--- src/rtl/branch_resolver_pkg.sv ---
// Shared types for the branch resolver: FSM states, buffer entry layout
// and the fall-through instruction size used with the predictor.
package branch_resolver_pkg;

    localparam logic [31:0] INSN_SIZE = 32'd4;

    typedef enum logic {
        ST_RUN,
        ST_FLUSH
    } br_state_e;

    typedef struct packed {
        logic        valid;
        logic [31:0] pc;
        logic        pred_taken;
        logic [31:0] pred_target;
        logic        resolved;
        logic        act_taken;
        logic [31:0] act_target;
    } br_entry_t;

endpackage

--- src/rtl/branch_resolver.sv ---
// In-order branch retire/recovery: records predictions, takes outcomes by tag,
// retires in order, trains the predictor and redirects/flushes on mispredict.
// Ports: alloc_* (fetch record), res_* (FU outcome), update_* (predictor
// training), redirect/redirect_pc/flush (recovery), count (occupancy).
module branch_resolver
    import branch_resolver_pkg::*;
#(
    parameter int DEPTH = 8,
    parameter int TAG_W = $clog2(DEPTH)
) (
    input  logic             clk,
    input  logic             rst,
    input  logic             alloc_valid,
    input  logic [31:0]      alloc_pc,
    input  logic             alloc_pred_taken,
    input  logic [31:0]      alloc_pred_target,
    output logic             alloc_ready,
    output logic [TAG_W-1:0] alloc_tag,
    input  logic             res_valid,
    input  logic [TAG_W-1:0] res_tag,
    input  logic             res_taken,
    input  logic [31:0]      res_target,
    output logic             update,
    output logic [31:0]      update_pc,
    output logic             update_taken,
    output logic [31:0]      update_target,
    output logic             redirect,
    output logic [31:0]      redirect_pc,
    output logic             flush,
    output logic [TAG_W:0]   count
);

    localparam logic [TAG_W:0] FULL = (TAG_W+1)'(DEPTH);

    br_entry_t        ent_q [DEPTH];
    br_entry_t        ent_d [DEPTH];
    logic [TAG_W-1:0] head_q, head_d;
    logic [TAG_W-1:0] tail_q, tail_d;
    logic [TAG_W:0]   count_q, count_d;
    br_state_e        state_q, state_d;

    logic             upd_q, upd_d;
    logic [31:0]      upd_pc_q, upd_pc_d;
    logic             upd_tk_q, upd_tk_d;
    logic [31:0]      upd_tgt_q, upd_tgt_d;
    logic             redir_q, redir_d;
    logic [31:0]      rpc_q, rpc_d;
    logic             flush_q, flush_d;

    br_entry_t        head_e;
    logic             retire;
    logic             mispredict;
    logic             alloc_fire;

    assign head_e = ent_q[head_q];
    assign retire = (state_q == ST_RUN) && head_e.valid && head_e.resolved;

    // Same direction but differing target only counts when both are taken.
    assign mispredict = (head_e.pred_taken != head_e.act_taken) ||
                        (head_e.pred_taken && head_e.act_taken &&
                         (head_e.pred_target != head_e.act_target));

    assign alloc_ready = (count_q < FULL) && (state_q == ST_RUN) &&
                         !(retire && mispredict);
    assign alloc_fire  = alloc_valid && alloc_ready;
    assign alloc_tag   = tail_q;
    assign count       = count_q;

    always_comb begin
        ent_d     = ent_q;
        head_d    = head_q;
        tail_d    = tail_q;
        count_d   = count_q;
        state_d   = state_q;
        upd_d     = 1'b0;
        upd_pc_d  = upd_pc_q;
        upd_tk_d  = upd_tk_q;
        upd_tgt_d = upd_tgt_q;
        redir_d   = 1'b0;
        rpc_d     = rpc_q;
        flush_d   = 1'b0;

        unique case (state_q)
            ST_RUN: begin
                if (res_valid && ent_q[res_tag].valid) begin
                    ent_d[res_tag].resolved   = 1'b1;
                    ent_d[res_tag].act_taken  = res_taken;
                    ent_d[res_tag].act_target = res_target;
                end

                if (alloc_fire) begin
                    ent_d[tail_q].valid       = 1'b1;
                    ent_d[tail_q].pc          = alloc_pc;
                    ent_d[tail_q].pred_taken  = alloc_pred_taken;
                    ent_d[tail_q].pred_target = alloc_pred_target;
                    ent_d[tail_q].resolved    = 1'b0;
                    ent_d[tail_q].act_taken   = 1'b0;
                    ent_d[tail_q].act_target  = '0;
                    tail_d = tail_q + TAG_W'(1);
                end

                if (retire) begin
                    ent_d[head_q].valid = 1'b0;
                    head_d    = head_q + TAG_W'(1);
                    upd_d     = 1'b1;
                    upd_pc_d  = head_e.pc;
                    upd_tk_d  = head_e.act_taken;
                    upd_tgt_d = head_e.act_target;
                end

                unique case ({alloc_fire, retire})
                    2'b10:   count_d = count_q + (TAG_W+1)'(1);
                    2'b01:   count_d = count_q - (TAG_W+1)'(1);
                    default: count_d = count_q;
                endcase

                // Younger entries are dropped right away so they can never
                // retire; the FLUSH cycle then blocks new work for one cycle.
                if (retire && mispredict) begin
                    for (int i = 0; i < DEPTH; i++) begin
                        ent_d[i] = '0;
                    end
                    head_d  = '0;
                    tail_d  = '0;
                    count_d = '0;
                    state_d = ST_FLUSH;
                    redir_d = 1'b1;
                    flush_d = 1'b1;
                    rpc_d   = head_e.act_taken ? head_e.act_target
                                               : head_e.pc + INSN_SIZE;
                end
            end

            ST_FLUSH: begin
                for (int i = 0; i < DEPTH; i++) begin
                    ent_d[i] = '0;
                end
                head_d  = '0;
                tail_d  = '0;
                count_d = '0;
                state_d = ST_RUN;
            end

            default: state_d = ST_RUN;
        endcase
    end

    always_ff @(posedge clk or negedge rst) begin
        if (!rst) begin
            for (int i = 0; i < DEPTH; i++) begin
                ent_q[i] <= '0;
            end
            head_q    <= '0;
            tail_q    <= '0;
            count_q   <= '0;
            state_q   <= ST_RUN;
            upd_q     <= 1'b0;
            upd_pc_q  <= '0;
            upd_tk_q  <= 1'b0;
            upd_tgt_q <= '0;
            redir_q   <= 1'b0;
            rpc_q     <= '0;
            flush_q   <= 1'b0;
        end else begin
            ent_q     <= ent_d;
            head_q    <= head_d;
            tail_q    <= tail_d;
            count_q   <= count_d;
            state_q   <= state_d;
            upd_q     <= upd_d;
            upd_pc_q  <= upd_pc_d;
            upd_tk_q  <= upd_tk_d;
            upd_tgt_q <= upd_tgt_d;
            redir_q   <= redir_d;
            rpc_q     <= rpc_d;
            flush_q   <= flush_d;
        end
    end

    assign update        = upd_q;
    assign update_pc     = upd_pc_q;
    assign update_taken  = upd_tk_q;
    assign update_target = upd_tgt_q;
    assign redirect      = redir_q;
    assign redirect_pc   = rpc_q;
    assign flush         = flush_q;

endmodule

--- config.mk ---
export PLATFORM = sky130hd
export DESIGN_NAME = branch_resolver
export DESIGN_NICKNAME = d
export VERILOG_FILES = /design/src/rtl/branch_resolver_pkg.sv /design/src/rtl/branch_resolver.sv
export SDC_FILE = /design/constraint.sdc
export NUM_CORES = 2
export LEC_CHECK = 0
export BUFFER_PORTS_ARGS = -buffer_cell sky130_fd_sc_hd__buf_2
export CORE_ASPECT_RATIO = 1.1
export CORE_MARGIN = 2
export CORE_UTILIZATION = 42
export CTS_CLUSTER_DIAMETER = 30
export DETAILED_ROUTE_END_ITERATION = 8
export PLACE_DENSITY = 0.6
export SLEW_MARGIN = 20
export SYNTH_ARGS = -nofsm -noshare
export SYNTH_HDL_FRONTEND = slang
export SYNTH_SLANG_ARGS = --single-unit
--- constraint.sdc ---
create_clock -name clk -period 5.5 [get_ports clk]
set_input_delay 1.1 -clock clk [delete_from_list [all_inputs] [get_ports clk]]
set_output_delay 1.1 -clock clk [all_outputs]
set_load 0.01 [all_outputs]
Word-level counts from Yosys, hierarchy flattened
Index checks and enable logic that the tools add are counted.
{"block": "totals", "out_inout_bits": 108, "wordCells": 166, "ff_bits": 910}
{"block": "classes", "reduce_logical": 16, "add_sub_neg": 5, "eq_ne": 7, "n_mux": 61, "n_lt_le_gt_ge": 7, "n_bitwise": 4}
{"op": "800-bit bitwise mux", "n": 11}
{"op": "800-bit 2-to-1 mux", "n": 6}
{"op": "100-bit demux with 3-bit select", "n": 11}
{"op": "800-bit case mux with 2 select lines", "n": 1}
{"op": "100-bit binary-select mux with 3-bit select", "n": 2}
{"op": "100-bit 2-to-1 mux", "n": 6}
{"op": "99-bit 2-to-1 mux", "n": 1}
{"op": "32-bit 2-to-1 mux", "n": 3}
{"op": "34-bit 2-to-1 mux", "n": 2}
{"op": "67-bit 2-to-1 mux", "n": 1}
{"op": "33-bit 2-to-1 mux", "n": 2}
{"op": "66-bit 2-to-1 mux", "n": 1}
{"op": "32-bit by 3-bit adder with 32-bit output, second input constant", "n": 1}
{"op": "32-bit inequality test", "n": 1}
{"op": "4-bit case mux with 2 select lines", "n": 2}
{"op": "4-bit >= comparator, second input constant", "n": 3}
{"op": "1-bit logical AND", "n": 12}
{"op": "4-bit by 1-bit less-than comparator with 1-bit output, second input constant", "n": 3}
{"op": "3-bit 2-to-1 mux", "n": 4}
{"op": "3-bit NOT with 4-bit output", "n": 3}
{"op": "3-bit case mux with 2 select lines", "n": 2}
{"op": "3-bit by 1-bit adder with 3-bit output, second input constant", "n": 2}
{"op": "3-bit by 2-bit inequality test with 1-bit output, second input constant", "n": 2}
{"op": "4-bit by 1-bit adder with 4-bit output, second input constant", "n": 1}
{"op": "other kinds (13)", "n": 17}

Logic depth before layout (Yosys ltp)
{"block": "logic_depth", "word_depth": 23, "depth_mapped": 22, "ltp_nobuf": 12}

Worst setup path after synthesis
Ideal clock, no wire load.
{"block": "synth_path", "path_kind": "flip-flop to output port", "start": "register head_q[0]", "end": "output alloc_ready", "path_slack_ns": 0.636, "arrival_ns": 3.764, "path_stages_with_launch": 22, "n_path_buf": 12, "required_ns": 4.400, "path_cell_list": "dfrtp_1 > buf_6 > buf_8 > buf_12 > buf_8 > buf_6 > buf_4 > buf_4 > mux4_2 > nand2_1 > and2_1 > buf_2 > inv_1 > ha_1 > inv_1 > a21bo_1 > buf_4 > nand2b_1 > buf_2 > buf_6 > clkbuf_1 > nor2_1"}
{"item": "start: declaration", "line_no": "branch_resolver.sv:37", "rtl": "logic [TAG_W-1:0] head_q, head_d;"}
{"item": "start signal: assignment", "line_no": "branch_resolver.sv:153", "rtl": "head_q <= '0;"}
{"item": "start signal: assignment", "line_no": "branch_resolver.sv:166", "rtl": "head_q <= head_d;"}
{"item": "end: declaration", "line_no": "branch_resolver.sv:17", "rtl": "output logic alloc_ready,"}

Worst setup path after layout
{"block": "layout_path", "start": "register head_q[0]", "end": "output alloc_ready"}
{"block": "layout_via", "elab_chain_cells": 10, "elab_cells_between_ends": 14}
{"item": "3-bit NOT with 4-bit output (implied by the code) (*)", "line_no": "branch_resolver.sv:55", "rtl": "assign head_e = ent_q[head_q];"}
{"item": "100-bit binary-select mux with 3-bit select (*)", "line_no": "branch_resolver.sv:55"}
{"item": "100-bit 2-to-1 mux (implied by the code) (*) (2 in a row)", "line_no": "branch_resolver.sv:55"}
{"item": "32-bit inequality test / 1-bit logical AND (equally long branches)", "line_no": "branch_resolver.sv:61, branch_resolver.sv:60"}
{"item": "1-bit logical AND", "line_no": "branch_resolver.sv:60", "rtl": "(head_e.pred_taken && head_e.act_taken &&"}
{"item": "1-bit logical OR", "line_no": "branch_resolver.sv:59", "rtl": "assign mispredict = (head_e.pred_taken != head_e.act_taken) ||"}
{"item": "1-bit logical AND (*)", "line_no": "branch_resolver.sv:64", "rtl": "!(retire && mispredict);"}
{"item": "1-bit logical NOT (*)", "line_no": "branch_resolver.sv:64"}
{"item": "1-bit logical AND (*)", "line_no": "branch_resolver.sv:63", "rtl": "assign alloc_ready = (count_q < FULL) && (state_q == ST_RUN) &&"}
Every way passes the cells marked *; elsewhere a longest branch is shown, timed or not. The select of a mux whose other input is x is not followed.

==> summary.txt <==
Vias post-DR: 35,500
R2R setup slack: 0.96 ns
EDFF count, synth: 0
F_max: 186 MHz
Synth Register Bits: 909
Final Setup Violations: 0
Crit path launch type: flip-flop
Largest net degree at the start of global routing: 183
# port buffers: 212
DRT iter0 DRCs: 3,409
Power per cell area: 671 mW/mm2
Netlist Area Pre-Place: 0.0450 mm2
Ys async rst share: 100%
DRT antenna net count: 0
CP cell instances: buf_4, bufbuf_16, mux4_2, mux2i_1, xnor2_1, nor4_2, nand4_1, o21ai_1, a21bo_2, nand2b_4, nor2_1, buf_4, buf_2
Initial core utilization: 42.5%
Max IR drop VDD: 502 uV
Crit path required time: 4.40 ns
Die area: 0.110 mm2
Rel. slew slack: 23.6%
Root Driver: clkbuf_16
Final Cycle Share: 97.5%
Hold WS: 0.353 ns
HP Class: primary input to asynchronous set/reset pin
Post-layout instance area: 0.0544 mm2
Crit-path slowest cell: dfrtp_4
Min Tclk post-route: 5.36 ns
Syn_area_per_cell: 9.99 um2
Vias in the first global route: 35,800
Fillers: 9,364
Cts bufs inserted: 194
Post-synthesis sequential area ratio: 50.6%
Global Route Usage Sum: 28.9%
Synth Flop Type: dfrtp_1
RSZ-0062 raised after global routing: false
Distinct cell type count after synthesis: 57
RR Endpoint: ent_q[561]
Hold Vio Cnt, Final: 0
CTS Buffer Depth: 3
WL/cell: 25.5 um
H-tree depth: 4
Worst r2r src: head_q[0]
Final GP Congestion: 0.868
Post-Syn Nets: 4,612
Arr. time, crit path: 4.26 ns
Area of the core: 0.106 mm2
Worst-skew pair later-pin latency: 0.80 ns
Pleak: 0.0237 uW
HPWL Detailed: 92,700 um
# rows: 125
Drt total wl: 158,000 um
Global-route wire length before repair: 236,000 um
Clock Pin Slew Worst Setup and Hold Paths: 0.04 ns
Die H: 347 um
Grt ovf: 0
Setup tns final: 0 ns
Tightest Pin Transition: 1.15 ns
Synth-to-Final Area Change: 20.9%
CP max FO: 23
Nets: 4,725
Cells after synthesis: 4,501
Proportion of layout cells with a drive suffix above 1: 29.6%
FF-to-FF path depth: 13
# DRC: 0
Via density per instance: 5.74
DIE WIDTH: 316 um
Max Cap Viol: 0
1st-pass router iterations: 5
Ys Warns: 0
Final Non-Filler Cells: 6,190
Placed instance count: 5,802
Max stage delay on crit path: 0.54 ns
Boundary pin count: 213
Crit-path most repeated cell: buf_4
CTS tree: done
Sink Count: 909
Placement Cell Area: 0.0470 mm2
Skew final: 0.0375 ns
Design Power: 36,500 uW
Max-slew violation count: 0
Status: completed
Number of hold buffers added after cts: 0
Initial antenna violation count: 37
WS Path Type: flip-flop to output port
Nature of the critical path endpoint: output port
==> synthesized netlist by cell type (all sizes together), types with 2 or more instances <==
cell     number  area, um2
nand2      1652       6260
dfrtp       909      22700
a21oi       835       5750
buf         230       1480
clkbuf      213        800
mux4        200       4510
nor2         91        344
mux2i        81        811
mux2         52        586
o21ai        48        240
xnor2        44        385
xor2         20        175
nand3        18       90.1
nor4         12       75.1
nor3         11       60.1
and3         10       62.6
nor2b         7       43.8
ha            6       75.1
nand2b        6       37.5
a31oi         5       31.3
nand4         5       31.3
or3           5       31.3
a311oi        4       35.0
inv           4       15.0
o32ai         4       35.0
a2bb2oi       3       26.3
and2          3       18.8
nand3b        3       22.5
nand4b        3       26.3
and4          2       17.5
==> power by group <==
group          switching, uW  total (uW)  internal [uW]
Combinational           7830       13100           5280
Sequential              1610       11000           9400
Clock                   3970       12400           8390
Total                  13400       36500          23100
==> critical path, delay by kind of cell (launching register included) <==
family                    cells  cell delay (ns)
buffers and inverters         4             0.82
muxes                         2             0.90
and+or+nand+nor               4             0.66
xor gates and xnor gates      1             0.13
DFF                           1             0.54
AOI/OAI and AO/OA             2             0.41
==> per-stage QoR <==
stage | setup WS [ns] | util [%]
finish | 0.136 | 51.3
global route | 0.000808 | 51.3
CTS | 0.00739 | 51.2
detailed placement | 0.612 | 44.4
global placement | 0.552 | 44.4
floorplan | 0.636 | -
==> cells by family (layout without fill, tap and decap cells) <==
group                    after synthesis  count (layout)  synth area share [%]
AND/OR/NAND/NOR                     1834            1834                  15.9
flip-flops                           909             909                  50.6
AO/OA/AOI/OAI                        906             906                  13.8
buffers and inverters                448             729                  5.10
multiplexers                         333             333                  13.1
XOR/XNOR                              64              64                  1.25
adder cells (fa/ha/maj)                7               7                 0.192
other                                  0              11                     0
==> cell type report <==
cell class                 instances  area, um2  share of cell area (%)
timing repair buffer             360       2680                    4.92
antenna                           11       27.5                  0.0506
inverter                           5       23.8                  0.0437
clock buffer                     266       5610                    10.3
sequential                       909      22800                    41.9
tap                             1397       1750                    3.22
multi-input combinational       3144      20100                    37.0
clock inverter                    98       1420                    2.61
==> timing repair <==
action / CTS / global route
gates cloned: 2 / 2
setup buffers: 1 / 8
setup endpoints to repair: 1 / 1
gates resized for setup: 7 / 9
==> sequential cells by signal (all words and copies together), names as in the netlist <==
| name | count |
|---|---|
| ent_q | 800 |
| redirect_pc | 32 |
| update_pc | 32 |
| update_target | 32 |
| count | 4 |
| alloc_tag | 3 |
| head_q | 3 |
| flush | 1 |
| update | 1 |
| update_taken | 1 |
==> how the worst max path moves through the flow <==
| stage | start | end | slack (ns) |
|---|---|---|---|
| 2_1_floorplan | head_q[0] | alloc_ready | 0.64 |
| 3_3_place_gp | head_q[0] | alloc_ready | 0.55 |
| 3_5_place_dp | head_q[0] | alloc_ready | 0.61 |
| 4_1_cts | head_q[2] | alloc_ready | 0.007 |
| 5_1_grt | head_q[0] | alloc_ready | 0.0008 |
| 6_report | head_q[0] | alloc_ready | 0.14 |
==> routing by layer <==
metal  GRT usage, %  up-vias  part of all wire (%)
met4           13.4       22                   4.9
met5              0        -                 0.078
li1               -    15400                     -
met3           7.18      451                   8.6
met2           45.7     1592                    48
met1           37.3    18100                    39
==> layout by cell type (no fill, tap or decap), types with 6 or more instances in the layout <==
| cell | n |
|---|---|
| a21oi_2 | 419 |
| clkbuf_8 | 44 |
| diode_2 | 11 |
| clkbuf_1 | 26 |
| nand2_1 | 1643 |
| nor2_1 | 89 |
| ha_1 | 6 |
| o21ai_0 | 44 |
| xnor2_1 | 44 |
| nand2_4 | 9 |
| bufinv_16 | 27 |
| xor2_1 | 20 |
| dfrtp_1 | 907 |
| clkbuf_16 | 198 |
| clkinvlp_4 | 17 |
| nor2b_1 | 7 |
| mux4_2 | 198 |
| inv_6 | 9 |
| mux2i_1 | 75 |
| buf_2 | 211 |
| clkinv_4 | 6 |
| nor4_1 | 6 |
| clkinv_2 | 30 |
| buf_12 | 26 |
| mux2_2 | 52 |
| a21oi_1 | 416 |
| and3_1 | 8 |
| nor3_1 | 7 |
| nand3_1 | 11 |
| nor4_2 | 6 |
| buf_4 | 113 |
No activity file was read; power rests on OpenSTA's default activity.
